==> config.mk <==
export PLATFORM = sky130hd
export DESIGN_NAME = issue_sequencer
export DESIGN_NICKNAME = d
export VERILOG_FILES = /design/src/rtl/datapath_pkg.sv /design/src/rtl/issue_fifo.sv /design/src/rtl/issue_sequencer.sv
export SDC_FILE = /design/constraint.sdc
export NUM_CORES = 1
export LEC_CHECK = 0
export CAP_MARGIN = 30
export CORE_MARGIN = 1.5
export CORE_UTILIZATION = 55
export DETAILED_ROUTE_END_ITERATION = 7
export PLACE_DENSITY = 0.85
export SYNTH_ARGS = -nofsm -noshare
export SYNTH_HDL_FRONTEND = slang
export SYNTH_SLANG_ARGS = --single-unit
==> constraint.sdc <==
create_clock -name clk -period 3.5 [get_ports clk]
set_input_delay 0.7 -clock clk [delete_from_list [all_inputs] [get_ports clk]]
set_output_delay 0.7 -clock clk [all_outputs]
set_load 0.01 [all_outputs]
==> src/rtl/datapath_pkg.sv <==
// Shared widths, issue word layout and sequencer state encoding for the issue path.
package datapath_pkg;

   localparam int unsigned CTRL2_W     = 2;
   localparam int unsigned DATA_W      = 4;
   localparam int unsigned WORD_W      = 11;
   localparam int unsigned FIFO_DEPTH  = 4;
   localparam int unsigned PTR_W       = 2;
   localparam int unsigned OCC_W       = 3;
   localparam int unsigned ISSUE_CNT_W = 8;

   // Field order matches the packed in_word layout, MSB first.
   typedef struct packed {
      logic               ctrl1;
      logic [CTRL2_W-1:0] ctrl2;
      logic [DATA_W-1:0]  data1;
      logic [DATA_W-1:0]  data2;
   } issue_word_t;

   typedef enum logic [1:0] {
      ST_IDLE = 2'd0,
      ST_RUN  = 2'd1,
      ST_HOLD = 2'd2
   } seq_state_e;

endpackage

==> src/rtl/issue_fifo.sv <==
// Four-entry word FIFO with wrapping pointers; clear empties it and beats push/pop.
module issue_fifo
   import datapath_pkg::*;
(
   input  logic        clk,
   input  logic        reset,
   input  logic        clear,
   input  logic        push,
   input  logic        pop,
   input  issue_word_t push_word,
   output issue_word_t head,
   output logic        full,
   output logic        empty
);

   issue_word_t      mem_q [FIFO_DEPTH];
   issue_word_t      mem_d [FIFO_DEPTH];
   logic [PTR_W-1:0] wr_ptr_q, wr_ptr_d;
   logic [PTR_W-1:0] rd_ptr_q, rd_ptr_d;
   logic [OCC_W-1:0] occ_q, occ_d;
   logic             do_push;
   logic             do_pop;

   assign full    = (occ_q == OCC_W'(FIFO_DEPTH));
   assign empty   = (occ_q == '0);
   assign head    = mem_q[rd_ptr_q];
   assign do_push = push && !full;
   assign do_pop  = pop && !empty;

   always_comb begin
      mem_d    = mem_q;
      wr_ptr_d = wr_ptr_q;
      rd_ptr_d = rd_ptr_q;
      occ_d    = occ_q;
      if (clear) begin
         wr_ptr_d = '0;
         rd_ptr_d = '0;
         occ_d    = '0;
      end else begin
         if (do_push) begin
            mem_d[wr_ptr_q] = push_word;
            wr_ptr_d        = wr_ptr_q + PTR_W'(1);
         end
         if (do_pop) begin
            rd_ptr_d = rd_ptr_q + PTR_W'(1);
         end
         occ_d = occ_q + OCC_W'(do_push) - OCC_W'(do_pop);
      end
   end

   always_ff @(posedge clk) begin
      if (reset) begin
         wr_ptr_q <= '0;
         rd_ptr_q <= '0;
         occ_q    <= '0;
      end else begin
         wr_ptr_q <= wr_ptr_d;
         rd_ptr_q <= rd_ptr_d;
         occ_q    <= occ_d;
      end
   end

   // Storage is data-only; validity comes from the occupancy count.
   always_ff @(posedge clk) begin
      mem_q <= mem_d;
   end

endmodule

==> src/rtl/issue_sequencer.sv <==
// Queues packed words and issues one per cycle into a registered output stage,
// holding on stall, dropping everything on flush, and counting issues.
module issue_sequencer
   import datapath_pkg::*;
(
   input  logic                   clk,
   input  logic                   reset,
   input  logic                   in_valid,
   input  logic [WORD_W-1:0]      in_word,
   output logic                   in_ready,
   input  logic                   stall,
   input  logic                   flush,
   output logic                   ctrl1,
   output logic [CTRL2_W-1:0]     ctrl2,
   output logic [DATA_W-1:0]      data1,
   output logic [DATA_W-1:0]      data2,
   output logic                   out_valid,
   output logic [ISSUE_CNT_W-1:0] issue_count
);

   seq_state_e             state_q, state_d;
   issue_word_t            out_q, out_d;
   logic                   out_valid_q, out_valid_d;
   logic [ISSUE_CNT_W-1:0] issue_count_q, issue_count_d;

   issue_word_t fifo_head;
   logic        fifo_full;
   logic        fifo_empty;
   logic        fifo_pop;
   logic        fifo_push;

   assign in_ready  = !fifo_full && !flush && !reset;
   assign fifo_push = in_valid && in_ready;

   issue_fifo u_fifo (
      .clk       (clk),
      .reset     (reset),
      .clear     (flush),
      .push      (fifo_push),
      .pop       (fifo_pop),
      .push_word (issue_word_t'(in_word)),
      .head      (fifo_head),
      .full      (fifo_full),
      .empty     (fifo_empty)
   );

   // Next state and output stage; HOLD released behaves exactly like RUN.
   always_comb begin
      state_d       = state_q;
      out_d         = out_q;
      out_valid_d   = out_valid_q;
      issue_count_d = issue_count_q;
      fifo_pop      = 1'b0;
      if (flush) begin
         state_d       = ST_IDLE;
         out_d         = '0;
         out_valid_d   = 1'b0;
         issue_count_d = '0;
      end else begin
         case (state_q)
            ST_IDLE: begin
               if (!fifo_empty && !stall) begin
                  fifo_pop      = 1'b1;
                  out_d         = fifo_head;
                  out_valid_d   = 1'b1;
                  issue_count_d = issue_count_q + ISSUE_CNT_W'(1);
                  state_d       = ST_RUN;
               end
            end
            ST_RUN, ST_HOLD: begin
               if (stall) begin
                  state_d = ST_HOLD;
               end else if (!fifo_empty) begin
                  fifo_pop      = 1'b1;
                  out_d         = fifo_head;
                  out_valid_d   = 1'b1;
                  issue_count_d = issue_count_q + ISSUE_CNT_W'(1);
                  state_d       = ST_RUN;
               end else begin
                  out_d       = '0;
                  out_valid_d = 1'b0;
                  state_d     = ST_IDLE;
               end
            end
            default: begin
               state_d     = ST_IDLE;
               out_d       = '0;
               out_valid_d = 1'b0;
            end
         endcase
      end
   end

   always_ff @(posedge clk) begin
      if (reset) begin
         state_q       <= ST_IDLE;
         out_q         <= '0;
         out_valid_q   <= 1'b0;
         issue_count_q <= '0;
      end else begin
         state_q       <= state_d;
         out_q         <= out_d;
         out_valid_q   <= out_valid_d;
         issue_count_q <= issue_count_d;
      end
   end

   assign ctrl1       = out_q.ctrl1;
   assign ctrl2       = out_q.ctrl2;
   assign data1       = out_q.data1;
   assign data2       = out_q.data2;
   assign out_valid   = out_valid_q;
   assign issue_count = issue_count_q;

endmodule

==> impl_metrics.json <==
{
  "outcome": "finished, final reports clean",
  "fp.dieH_um": 76.86,
  "hold_violations": 0,
  "die_area_um2": 5907,
  "antenna_cells": 0,
  "critPathMaxFanout": 8,
  "clock_skew_ns": 0.009634,
  "p_total_mw": 1.654,
  "grt_start_max_net_pins": 14,
  "hold_class": "reg -> reg",
  "ios": 37,
  "path_cells": "clkdlybuf4s50_1, nor2_1, and2_1, clkdlybuf4s50_1",
  "synthTopCellsByArea": "edfxtp_1, dfxtp_1, mux4_2",
  "yosysTopAreaCell": "edfxtp_1",
  "start_util_pct": 58.01,
  "synth_cell_types": 38,
  "leakage_nw": 1.190,
  "max_slew_margin_pct": 46.44,
  "dp_cells": 303,
  "cp_slowest_cell": "clkdlybuf4s50_1",
  "required_ns": 2.80,
  "dr.pass1.iters": 4,
  "setup-violations-final": 0,
  "synth_seq_cells": 73,
  "cts-buffers-inserted": 9,
  "max_cap_violations": 0,
  "port_buffers": 36,
  "die_w_um": 76.86,
  "synthCells": 203,
  "drc": 0,
  "crit_end": "in_ready",
  "stdcell_count": 319,
  "synthFlopType": "edfxtp_1",
  "overflow": 0,
  "cpPeakStageDelay_ns": 0.53,
  "p_per_area_nw_per_um2": 456.5,
  "wirelength_um": 5589,
  "grt_pass1_wl_um": 9080,
  "cts_root_buf": "clkbuf_8",
  "timing.rr.start": "state_q[0]",
  "finalCritPeriodShare_pct": 81.57,
  "rows": 26,
  "ir_worst_vdd_v": 0.0003733,
  "postCtsSetupRepairBufs": 0,
  "crit_arrival_ns": 2.15,
  "synth.cell_area_um2": 3000,
  "dp_hpwl_um": 3755,
  "ys_warn_count": 0,
  "cpMostUsedCell": "clkdlybuf4s50_1",
  "crit_path_start_kind": "input pin",
  "fillers": 336,
  "clockBufferDepth": 2,
  "clock_latency_ns": 0.35,
  "grt_usage_pct": 20.99,
  "vias_per_cell": 5.718,
  "clock-sinks": 73,
  "synth_edf_count": 44,
  "worstMarginPinSlew_ns": 0.8023,
  "nets": 270,
  "timing.setup.tns_ns": 0,
  "vias": 1824,
  "yosys.area.top_type_share_pct": 44.04,
  "routedWlPerCell_um": 17.52,
  "r2r_cells": 12,
  "async_flop_share_pct": 0,
  "rsz0062_at_grt": "no",
  "cp-startpoint": "flush",
  "h-tree-depth": 3,
  "grt_pass1_vias": 1863,
  "drive_gt1_share_pct": 13.65,
  "reg2reg_slack_ns": 0.95,
  "slew_violations": 0,
  "antenna_found_initial": 0,
  "clock.fmax_mhz": 350.3,
  "rr_endpoint": "u_fifo.occ_q[2]",
  "clk_pin_slew_ns": 0.08,
  "avgSynthCellArea_um2": 14.78,
  "ctsHoldBuffers": 0,
  "min_period_ns": 2.855,
  "areaGrowthSynthToFinish_pct": 20.77,
  "synth.net_count": 229,
  "ant_nets": 0,
  "ctsResizeCount": 0,
  "end_kind": "output port",
  "tritoncts": "built",
  "gp_congestion": 0.7762,
  "core_area_um2": 5172,
  "path_class": "in -> out",
  "drt_iter0_markers": 87,
  "synth_seq_area_share_pct": 63.39
}
==> cells in the final DEF, fill, tap and decap left out, types with 2 or more instances in the layout <==
cell type	netlist	routed
or4_1	2	2
mux2i_1	6	6
or3_1	7	7
a32o_1	11	11
nor2_1	3	3
and2_1	8	8
a21oi_1	8	8
nand2_1	8	8
clkdlybuf4s50_1	0	36
nand4_1	2	2
mux4_1	2	2
nand3_1	5	5
inv_1	13	13
buf_4	0	5
mux4_2	9	9
nor3_1	2	2
o31ai_1	2	2
clkbuf_8	0	11
edfxtp_1	44	44
nor4_1	4	4
xnor2_1	2	2
o21ai_0	2	2
dfxtp_1	29	29
ha_1	9	9
==> worst min path at each step <==
stage                             startpoint                  to  slack, ns  cells after the start
after floorplan           u_fifo.wr_ptr_q[1]  u_fifo.wr_ptr_q[1]       0.47                      2
after global placement        issue_count[7]      issue_count[7]       0.46                      2
after detailed placement      issue_count[7]      issue_count[7]       0.47                      2
after CTS                     issue_count[7]      issue_count[7]       0.50                      2
after global routing          issue_count[7]      issue_count[7]       0.52                      2
final                         issue_count[7]      issue_count[7]       0.49                      2
==> kinds of logic (layout without fill, tap and decap cells) <==
family,Yosys count,in the layout,synth area share (%)
xor gates and xnor gates,2,2,0.5839
buffers and inverters,24,70,3.962
and+or+nand+nor,46,46,8.841
adders and majority gates,10,10,4.420
DFF,73,73,63.39
muxes,17,17,10.51
AOI/OAI and AO/OA,31,31,8.299
==> sequential cells by signal, summed over array words and instances (netlist names) <==
signal and flops:
ctrl2 2, ctrl1 1, state_q 2, data2 4, u_fifo.mem_q 44, u_fifo.rd_ptr_q 2
u_fifo.wr_ptr_q 2, out_valid 1, issue_count 8, data1 4, u_fifo.occ_q 3
==> where the power goes <==
part	leakage (nW)	total, mW	internal, mW	switching (mW)
registers	0.631	0.921	0.916	0.00428
logic	0.455	0.0738	0.0359	0.0379
clock network	0.105	0.660	0.343	0.316
total	1.19	1.65	1.30	0.358
==> cell usage after synthesis, types with 3 or more instances <==
master / number
or3_1: 7
mux4_2: 9
buf_2: 5
ha_1: 9
nand3_1: 5
a21oi_1: 8
mux2i_1: 6
clkbuf_1: 3
nor4_1: 4
edfxtp_1: 44
a32o_1: 11
and2_1: 8
inv_1: 13
nand2_1: 8
buf_6: 3
nor2_1: 3
dfxtp_1: 29
==> worst max-delay path: cells and delay by family <==
| family | cells | cell delay (ns) |
|---|---|---|
| and+or+nand+nor | 2 | 0.41 |
| buffers and inverters | 2 | 1.05 |
==> through the flow <==
step	utilization (%)	hold slack (ns)	setup WS (ns)	cell area [µm²]
finish	70.05	0.4926	0.6451	3623
global route	70.05	0.5171	0.5934	3623
CTS	70.05	0.4991	0.6440	3623
detailed placement	66.04	0.4655	0.5035	3416
global placement	65.75	0.4614	0.5408	3401
floorplan	-	0.4677	1.124	3000
==> routing by layer <==
metal	track usage [%]	vias up	share of wire, %
li1	-	868	-
met1	23.39	890	41
met2	35.58	50	52
met3	6.190	16	5.1
met4	12.22	0	2.5
met5	0	-	0
==> cell type report <==
cell class | instances | area, µm² | share of cell area, %
sequential | 73 | 1902 | 52.49
multi-input combinational | 106 | 979.7 | 27.04
timing repair buffer | 41 | 397.9 | 10.98
clock buffer | 12 | 176.4 | 4.869
tap | 70 | 87.58 | 2.417
inverter | 13 | 48.80 | 1.347
clock inverter | 4 | 31.28 | 0.8633
Note: power is estimated with default switching activity, not from simulation.
